==> config.mk <==
export PLATFORM = sky130hd
export DESIGN_NAME = regfile_wb_flat
export DESIGN_NICKNAME = d
export VERILOG_FILES = /design/src/rtl/rv_defs_pkg.sv /design/src/rtl/regfile_wb_if.sv /design/src/rtl/load_align.sv /design/src/rtl/regfile_wb.sv /design/src/flat_wrapper.sv
export SDC_FILE = /design/constraint.sdc
export NUM_CORES = 2
export LEC_CHECK = 0
export CAP_MARGIN = 20
export CORE_AREA = 2 2 448 450
export DETAILED_ROUTE_END_ITERATION = 8
export DIE_AREA = 0 0 450 452
export GPL_ROUTABILITY_DRIVEN = 0
export PLACE_DENSITY = 0.52
export SYNTH_ARGS = -nofsm -noshare
export SYNTH_HDL_FRONTEND = slang
export SYNTH_SLANG_ARGS = --single-unit
==> constraint.sdc <==
create_clock -name clk -period 2.4 [get_ports clk]
set_input_delay 0.36 -clock clk [delete_from_list [all_inputs] [get_ports clk]]
set_output_delay 0.36 -clock clk [all_outputs]
set_load 0.03 [all_outputs]
==> src/rtl/rv_defs_pkg.sv <==
// Shared RISC-V definitions for the writeback path.
// Holds the opcodes that retire through writeback, the load access-size encodings
// carried in funct3[1:0], and a helper that decides whether an opcode writes rd.
package rv_defs_pkg;

  localparam logic [6:0] OPC_LUI    = 7'b0110111;
  localparam logic [6:0] OPC_AUIPC  = 7'b0010111;
  localparam logic [6:0] OPC_JAL    = 7'b1101111;
  localparam logic [6:0] OPC_JALR   = 7'b1100111;
  localparam logic [6:0] OPC_OP_IMM = 7'b0010011;
  localparam logic [6:0] OPC_OP     = 7'b0110011;
  localparam logic [6:0] OPC_LOAD   = 7'b0000011;

  // funct3[1:0] access size; funct3[2] selects zero-extension
  localparam logic [1:0] MEM_ACC_8  = 2'b00;
  localparam logic [1:0] MEM_ACC_16 = 2'b01;
  localparam logic [1:0] MEM_ACC_32 = 2'b10;

  function automatic logic op_writes_rd(input logic [6:0] op);
    return op inside {OPC_LUI, OPC_AUIPC, OPC_JAL, OPC_JALR, OPC_OP_IMM, OPC_OP, OPC_LOAD};
  endfunction

endpackage

==> src/rtl/regfile_wb_if.sv <==
// Writeback / issue / read-port bundle of the register file.
// master: retire, issue and read-address side. slave: the register file.
//   wb_*     retiring result (always accepted), wb_ack / wb_misalign returned
//   iss_*    destination reservation for the scoreboard
//   rs_*     packed read ports with combinational data and busy flags
interface regfile_wb_if #(
  parameter int unsigned XLEN           = 32,
  parameter int unsigned REG_ADDR_WIDTH = 5,
  parameter int unsigned READ_PORTS     = 2
);
  logic                                 wb_valid;
  logic [6:0]                           wb_op;
  logic [2:0]                           wb_funct3;
  logic [REG_ADDR_WIDTH-1:0]            wb_rd;
  logic [1:0]                           wb_byte_off;
  logic [XLEN-1:0]                      wb_val;
  logic                                 iss_valid;
  logic [REG_ADDR_WIDTH-1:0]            iss_rd;
  logic [READ_PORTS*REG_ADDR_WIDTH-1:0] rs_addr;
  logic [READ_PORTS*XLEN-1:0]           rs_data;
  logic [READ_PORTS-1:0]                rs_busy;
  logic                                 wb_ack;
  logic                                 wb_misalign;

  modport master (
    output wb_valid, wb_op, wb_funct3, wb_rd, wb_byte_off, wb_val, iss_valid, iss_rd, rs_addr,
    input  rs_data, rs_busy, wb_ack, wb_misalign
  );

  modport slave (
    input  wb_valid, wb_op, wb_funct3, wb_rd, wb_byte_off, wb_val, iss_valid, iss_rd, rs_addr,
    output rs_data, rs_busy, wb_ack, wb_misalign
  );
endinterface

==> src/rtl/load_align.sv <==
// Combinational load extraction from a raw aligned memory word.
//   value_i     raw memory word
//   funct3_i    [1:0] access size, [2] zero-extend
//   byte_off_i  low address bits of the access
//   aligned_o   extracted and extended result
//   misalign_o  half at an odd offset, or word at a non-zero offset
module load_align
  import rv_defs_pkg::*;
#(
  parameter int unsigned XLEN = 32
) (
  input  logic [XLEN-1:0] value_i,
  input  logic [2:0]      funct3_i,
  input  logic [1:0]      byte_off_i,
  output logic [XLEN-1:0] aligned_o,
  output logic            misalign_o
);
  logic [7:0]  byte_sel;
  logic [15:0] half_sel;
  logic        sext;

  always_comb begin
    byte_sel   = value_i[{byte_off_i, 3'b000} +: 8];
    half_sel   = value_i[{byte_off_i[1], 4'b0000} +: 16];
    sext       = ~funct3_i[2];
    aligned_o  = value_i;
    misalign_o = 1'b0;
    case (funct3_i[1:0])
      MEM_ACC_8:  aligned_o = {{(XLEN-8){sext & byte_sel[7]}}, byte_sel};
      MEM_ACC_16: begin
        aligned_o  = {{(XLEN-16){sext & half_sel[15]}}, half_sel};
        misalign_o = byte_off_i[0];
      end
      // word, and the unused size 2'b11 treated like a word
      default:    misalign_o = (byte_off_i != 2'b00);
    endcase
  end

endmodule

==> src/rtl/regfile_wb.sv <==
// Register file with a two-stage writeback pipeline and a busy scoreboard.
//   clk, rst  rising-edge clock, synchronous active-high reset
//   bus       regfile_wb_if slave: writeback request, issue reservation, read ports,
//             wb_ack / wb_misalign pulses one cycle after commit
//   regs      packed debug view, register i at [XLEN*i +: XLEN]
// S1 captures the request and aligns loads; S2 commits on the following edge.
module regfile_wb
  import rv_defs_pkg::*;
#(
  parameter int unsigned XLEN           = 32,
  parameter int unsigned REG_CNT        = 32,
  parameter int unsigned REG_ADDR_WIDTH = 5,
  parameter int unsigned READ_PORTS     = 2
) (
  input  logic                    clk,
  input  logic                    rst,
  regfile_wb_if.slave             bus,
  output logic [REG_CNT*XLEN-1:0] regs
);
  // S1
  logic                      s1_valid_q;
  logic [6:0]                s1_op_q;
  logic [2:0]                s1_funct3_q;
  logic [REG_ADDR_WIDTH-1:0] s1_rd_q;
  logic [1:0]                s1_off_q;
  logic [XLEN-1:0]           s1_val_q;
  logic [XLEN-1:0]           s1_aligned;
  logic                      s1_misalign;
  logic                      s1_is_load;

  // S2
  logic                      s2_valid_q;
  logic                      s2_we_q, s2_we_d;
  logic                      s2_mis_q, s2_mis_d;
  logic [REG_ADDR_WIDTH-1:0] s2_rd_q;
  logic [XLEN-1:0]           s2_val_q, s2_val_d;

  logic                      wb_ack_q, wb_misalign_q;
  logic [XLEN-1:0]           rf_q [REG_CNT];
  logic [REG_CNT-1:0]        busy_q, busy_d;
  logic [REG_ADDR_WIDTH-1:0] rd_addr;
  logic                      rd_hit;

  load_align #(.XLEN(XLEN)) u_load_align (
    .value_i    (s1_val_q),
    .funct3_i   (s1_funct3_q),
    .byte_off_i (s1_off_q),
    .aligned_o  (s1_aligned),
    .misalign_o (s1_misalign)
  );

  assign s1_is_load = (s1_op_q == OPC_LOAD);
  assign s2_mis_d   = s1_is_load & s1_misalign;
  // rd=0 and misaligned loads still flow to S2 for the ack, they just never write
  assign s2_we_d    = op_writes_rd(s1_op_q) & ~s2_mis_d & (s1_rd_q != '0);
  assign s2_val_d   = s1_is_load ? s1_aligned : s1_val_q;

  always_ff @(posedge clk) begin
    if (rst) begin
      s1_valid_q    <= 1'b0;
      s2_valid_q    <= 1'b0;
      wb_ack_q      <= 1'b0;
      wb_misalign_q <= 1'b0;
    end else begin
      s1_valid_q    <= bus.wb_valid;
      s2_valid_q    <= s1_valid_q;
      wb_ack_q      <= s2_valid_q;
      wb_misalign_q <= s2_valid_q & s2_mis_q;
    end
    s1_op_q     <= bus.wb_op;
    s1_funct3_q <= bus.wb_funct3;
    s1_rd_q     <= bus.wb_rd;
    s1_off_q    <= bus.wb_byte_off;
    s1_val_q    <= bus.wb_val;
    s2_we_q     <= s2_we_d;
    s2_mis_q    <= s2_mis_d;
    s2_rd_q     <= s1_rd_q;
    s2_val_q    <= s2_val_d;
  end

  always_ff @(posedge clk) begin
    if (rst) begin
      for (int unsigned i = 0; i < REG_CNT; i++) rf_q[i] <= '0;
    end else if (s2_valid_q && s2_we_q) begin
      rf_q[s2_rd_q] <= s2_val_q;
    end
  end

  // Clear first, then set, so a same-edge issue to the committing rd stays busy
  always_comb begin
    busy_d = busy_q;
    if (s2_valid_q) busy_d[s2_rd_q] = 1'b0;
    if (bus.iss_valid && (bus.iss_rd != '0)) busy_d[bus.iss_rd] = 1'b1;
    busy_d[0] = 1'b0;
  end

  always_ff @(posedge clk) begin
    if (rst) busy_q <= '0;
    else     busy_q <= busy_d;
  end

  // Read ports see the committing S2 value and its busy clear, not same-cycle issues
  always_comb begin
    bus.rs_data = '0;
    bus.rs_busy = '0;
    rd_addr     = '0;
    rd_hit      = 1'b0;
    for (int unsigned p = 0; p < READ_PORTS; p++) begin
      rd_addr = bus.rs_addr[p*REG_ADDR_WIDTH +: REG_ADDR_WIDTH];
      rd_hit  = s2_valid_q && (s2_rd_q == rd_addr);
      bus.rs_data[p*XLEN +: XLEN] = (rd_hit && s2_we_q) ? s2_val_q : rf_q[rd_addr];
      bus.rs_busy[p] = busy_q[rd_addr] & ~rd_hit;
    end
  end

  always_comb begin
    regs = '0;
    for (int unsigned i = 0; i < REG_CNT; i++) regs[i*XLEN +: XLEN] = rf_q[i];
  end

  assign bus.wb_ack      = wb_ack_q;
  assign bus.wb_misalign = wb_misalign_q;

endmodule

==> src/flat_wrapper.sv <==
// flat-port wrapper written by rule: the top's interface ports become plain ports
module regfile_wb_flat import rv_defs_pkg::*;
#(
  parameter int unsigned XLEN           = 32,
  parameter int unsigned REG_CNT        = 32,
  parameter int unsigned REG_ADDR_WIDTH = 5,
  parameter int unsigned READ_PORTS     = 2
)
  (clk, rst, regs, bus_wb_valid, bus_wb_op, bus_wb_funct3, bus_wb_rd, bus_wb_byte_off, bus_wb_val, bus_iss_valid, bus_iss_rd, bus_rs_addr, bus_rs_data, bus_rs_busy, bus_wb_ack, bus_wb_misalign);
  regfile_wb_if #(.XLEN(XLEN), .REG_ADDR_WIDTH(REG_ADDR_WIDTH), .READ_PORTS(READ_PORTS)) bus_i ();
  input  logic clk;
  input  logic rst;
  output logic [REG_CNT*XLEN-1:0] regs;
  input wire logic [$bits(bus_i.wb_valid)-1:0] bus_wb_valid;
  input wire logic [$bits(bus_i.wb_op)-1:0] bus_wb_op;
  input wire logic [$bits(bus_i.wb_funct3)-1:0] bus_wb_funct3;
  input wire logic [$bits(bus_i.wb_rd)-1:0] bus_wb_rd;
  input wire logic [$bits(bus_i.wb_byte_off)-1:0] bus_wb_byte_off;
  input wire logic [$bits(bus_i.wb_val)-1:0] bus_wb_val;
  input wire logic [$bits(bus_i.iss_valid)-1:0] bus_iss_valid;
  input wire logic [$bits(bus_i.iss_rd)-1:0] bus_iss_rd;
  input wire logic [$bits(bus_i.rs_addr)-1:0] bus_rs_addr;
  output wire logic [$bits(bus_i.rs_data)-1:0] bus_rs_data;
  output wire logic [$bits(bus_i.rs_busy)-1:0] bus_rs_busy;
  output wire logic [$bits(bus_i.wb_ack)-1:0] bus_wb_ack;
  output wire logic [$bits(bus_i.wb_misalign)-1:0] bus_wb_misalign;
  assign bus_i.wb_valid = bus_wb_valid;
  assign bus_i.wb_op = bus_wb_op;
  assign bus_i.wb_funct3 = bus_wb_funct3;
  assign bus_i.wb_rd = bus_wb_rd;
  assign bus_i.wb_byte_off = bus_wb_byte_off;
  assign bus_i.wb_val = bus_wb_val;
  assign bus_i.iss_valid = bus_iss_valid;
  assign bus_i.iss_rd = bus_iss_rd;
  assign bus_i.rs_addr = bus_rs_addr;
  assign bus_rs_data = bus_i.rs_data;
  assign bus_rs_busy = bus_i.rs_busy;
  assign bus_wb_ack = bus_i.wb_ack;
  assign bus_wb_misalign = bus_i.wb_misalign;
  regfile_wb #(.XLEN(XLEN), .REG_CNT(REG_CNT), .REG_ADDR_WIDTH(REG_ADDR_WIDTH), .READ_PORTS(READ_PORTS)) u_core (.clk(clk), .rst(rst), .bus(bus_i), .regs(regs));
endmodule
==> key figures <==
Setup path
  • CP Data Arrival Time: 2.78 ns
  • Crit path capture type: primary output
  • R2r setup slk: 0.01 ns
  • Reg2Reg Launch Point: u_core.s2_rd_q[4]
  • Crit path kind: register to primary output
  • FF-to-FF path depth: 8
  • Critical path origin: u_core.rf_q[28][30]
  • Worst r2r dst: u_core.rf_q[5][11]
  • Crit path capture: bus_rs_data[30]
  • Critical Path RT: 2.04 ns
  • Worst-path fanout max: 3
  • Worst setup SP type: register

Power
  • PwrDens: just over 600 mW/mm^2
  • Worst vdd rail ir drop: around 0.00056 V
  • LEAKAGE: 34.4 nW
  • Total power: between 50 and 60 mW

Cells and area
  • Final net count: between 5000 and 6000
  • Synthesis-to-layout area growth: 49.2%
  • Post-layout util: 0.435
  • Post-route insts no fill: between 8000 and 9000
  • Layout Cell Area excl Fill: ~0.086 sq mm
  • Share of layout cells above drive strength 1: 0.340

Floorplanning
  • Die Y: 452 microns
  • Total die area: ~0.2 sq mm
  • Initial Util: 0.291
  • Core Area: around 0.2 sq mm
  • Chip width: roughly 450 microns
  • FP Rows: about 160
  • # IOs: approximately 1200

Worst hold path
  • Hold Crit Start: bus_wb_val[3]
  • Hold Crit Class: input pin to register

Route
  • Final WL: about 360000 microns
  • ANT nets after route: 0
  • DR iter-0 viols: a little over 7000
  • Post-route DRC: 0
  • Initial DRT Pass Iterations: 6
  • WL/cell: around 42 microns
  • Via-per-instance ratio: between 5 and 6
  • Vias: approximately 49000

Timing
  • Tmin final: approximately 3.1 ns
  • RSZ-0062 raised after global routing: yes
  • Clock Skews: around 0.035 ns
  • Final setup margin: -0.744 ns
  • Final setup TNS: -43.26 ns
  • Fin crit share: 1.31
  • Fin. Hold Viols: 0
  • Slew @ Worst Pin: 1.11 ns
  • Final Slew Violations: 0
  • Final setup vio count: 66
  • Fmax achieved: around 320 MHz
  • Slew headroom: 0.260

Synth
  • FFs w/ async S/R, synth: 0
  • Cell area after synthesis: 0.0579 sq mm
  • Syn Area/Cell: between 15 and 20 sq um
  • Number of synthesized flops with an enable pin: just over 1000
  • Syn Inst Count: approximately 3800
  • Seq cells post-synth: 1147
  • Syn. warnings: 0
  • Main synth FF type: edfxtp_1
  • Total nets after synthesis: slightly below 4000
  • Sequential area share after synthesis: 0.574
  • Netlist cell types: between 40 and 50

Global route
  • Vias in the first global route: 47630
  • GRT busiest layer: met2
  • Met1 global-route usage: 0.437
  • Antenna violations before repair: 65
  • Met2 global-route usage: 0.529
  • First-pass GRT wire length: ~460000 microns
  • Largest net degree at the start of global routing: between 60 and 70
  • Gr ovfl total: 0
  • Met3 Use GR: 0.0853
  • Total track usage: 0.343

Clock tree
  • TritonCTS Buffers: approximately 140
  • CTS Sinks: around 1100
  • CTS H-tree depth: 4
  • Root buffer cell: clkbuf_16
  • Clk buf depth: 3
  • Worst-path clk slew: approximately 0.06 ns
  • CTS tree: built
  • Worst skew pair latency: between 0.8 and 0.9 ns

Placed design
  • Dpl hpwl: between 200000 and 300000 microns
  • Area after DPL: between 0.07 and 0.08 sq mm
  • DP Cell Count: between 8000 and 9000
  • I/O Buffers: about 1200

Outcome
  • Failing checks: setup timing
  • Status: finished, violations left

Job
  • Max-cap viol count: 0
## synth_stat cells, types with 15 or more instances
cell / count / share of area
a21o_1: 15 / 0.0019
a21oi_1: 49 / 0.0042
and2_1: 1026 / 0.11
buf_1: 24 / 0.0016
buf_2: 67 / 0.0058
clkbuf_1: 297 / 0.019
dfxtp_1: 123 / 0.043
edfxtp_1: 1024 / 0.53
mux2_2: 71 / 0.014
mux4_2: 530 / 0.21
nand2_1: 52 / 0.0034
nor2_1: 64 / 0.0042
nor4_1: 65 / 0.0070
o21ai_0: 35 / 0.0030
o22ai_1: 260 / 0.028
or2_2: 32 / 0.0035
## metrics by stage
stage / hold WS (ns) / setup slack [ns]
floorplan: 0.323 / -0.0369
global placement: 0.396 / -1.27
detailed placement: 0.386 / -1.18
CTS: 0.203 / -0.829
global route: 0.178 / -0.779
finish: 0.213 / -0.744
## kinds of logic after synthesis
| group | synth area share |
|---|---|
| mux | 0.222 |
| simple gates | 0.135 |
| flops | 0.574 |
| xor+xnor | 0.00151 |
| compound gates | 0.0390 |
| buf+inv | 0.0286 |
## state kept, by name, indices dropped and copies added (netlist names)
name                    cells
u_core.s1_rd_q              5
u_core.bus.wb_ack           1
u_core.bus.wb_misalign      1
u_core.rf_q              1024
u_core.s1_off_q             2
u_core.s1_valid_q           1
u_core.s2_valid_q           1
u_core.s2_mis_q             1
u_core.s1_op_q              7
u_core.s1_val_q            32
u_core.busy_q              31
u_core.s2_val_q            32
u_core.s1_funct3_q          3
u_core.s2_rd_q              5
u_core.s2_we_q              1
## power breakdown
| group | internal (mW) | switching (mW) | leakage, nW |
|---|---|---|---|
| combinational | 3.64 | 5.15 | 20.1 |
| clock | 12.4 | 9.30 | 2.24 |
| sequential | 22.2 | 0.679 | 12.0 |
## worst max-delay path, stage by stage, from the launching register on
cell	delay, ns
edfxtp_1	0.45
mux2i_1	0.21
a221oi_1	0.39
o21ai_0	0.14
a21bo_2	0.23
a31oi_4	0.36
buf_12	0.17
## routing by layer
metal / vias to the layer above / share of wire
li1: 18528 / -
met4: 20 / 0.069
met2: 3887 / 0.45
met3: 821 / 0.11
met5: - / 0.00034
met1: 25546 / 0.37
## worst min path at each step
stage / end / cells after the start / slack [ns]
final: u_core.s1_val_q[3] / 1 / 0.21
after global routing: u_core.s1_val_q[3] / 1 / 0.18
after CTS: u_core.s1_val_q[2] / 1 / 0.20
after detailed placement: u_core.s2_rd_q[4] / 0 / 0.39
after global placement: u_core.s2_rd_q[4] / 0 / 0.40
after floorplan: u_core.s2_rd_q[4] / 0 / 0.32
## layout by cell type (no fill, tap or decap), types with 10 or more instances in the layout
cell	instances
nor2_4	33
edfxtp_1	1024
clkdlybuf4s50_1	612
buf_4	689
o22ai_2	49
diode_2	25
and2_1	1026
mux2_2	20
or2_4	32
clkinv_1	28
dfxtp_1	112
dlygate4sd2_1	443
clkbuf_1	23
a21oi_1	49
nor2_1	30
clkinv_2	21
clkbuf_16	146
bufinv_16	10
dlygate4sd3_1	46
dlymetal6s2s_1	16
o22ai_4	20
mux2_4	51
buf_6	61
nor4_2	12
o21ai_0	35
mux4_2	530
o22ai_1	191
nand3b_1	14
buf_12	197
nor4_1	49
a21o_1	15
nand2_1	48
## cell type report
class / instances / area, sq um
fillers: 18240 / 112000
flip-flops and latches: 1147 / 33200
multi-input cells: 2281 / 24400
repair buffers: 2077 / 20700
clock buffers: 174 / 3800
well taps: 2656 / 3320
clock inverters: 81 / 782
diodes: 25 / 62.6
inverters: 2 / 7.51
## repair_timing
action,CTS,global route
resized for setup,675,73
cloned,6,0
pin swaps,23,19
endpoints found under the hold margin,46,0
setup buffers,52,19
hold buffers,46,0
endpoints found under the setup margin,509,83
Note: power is estimated with default switching activity, not from simulation.
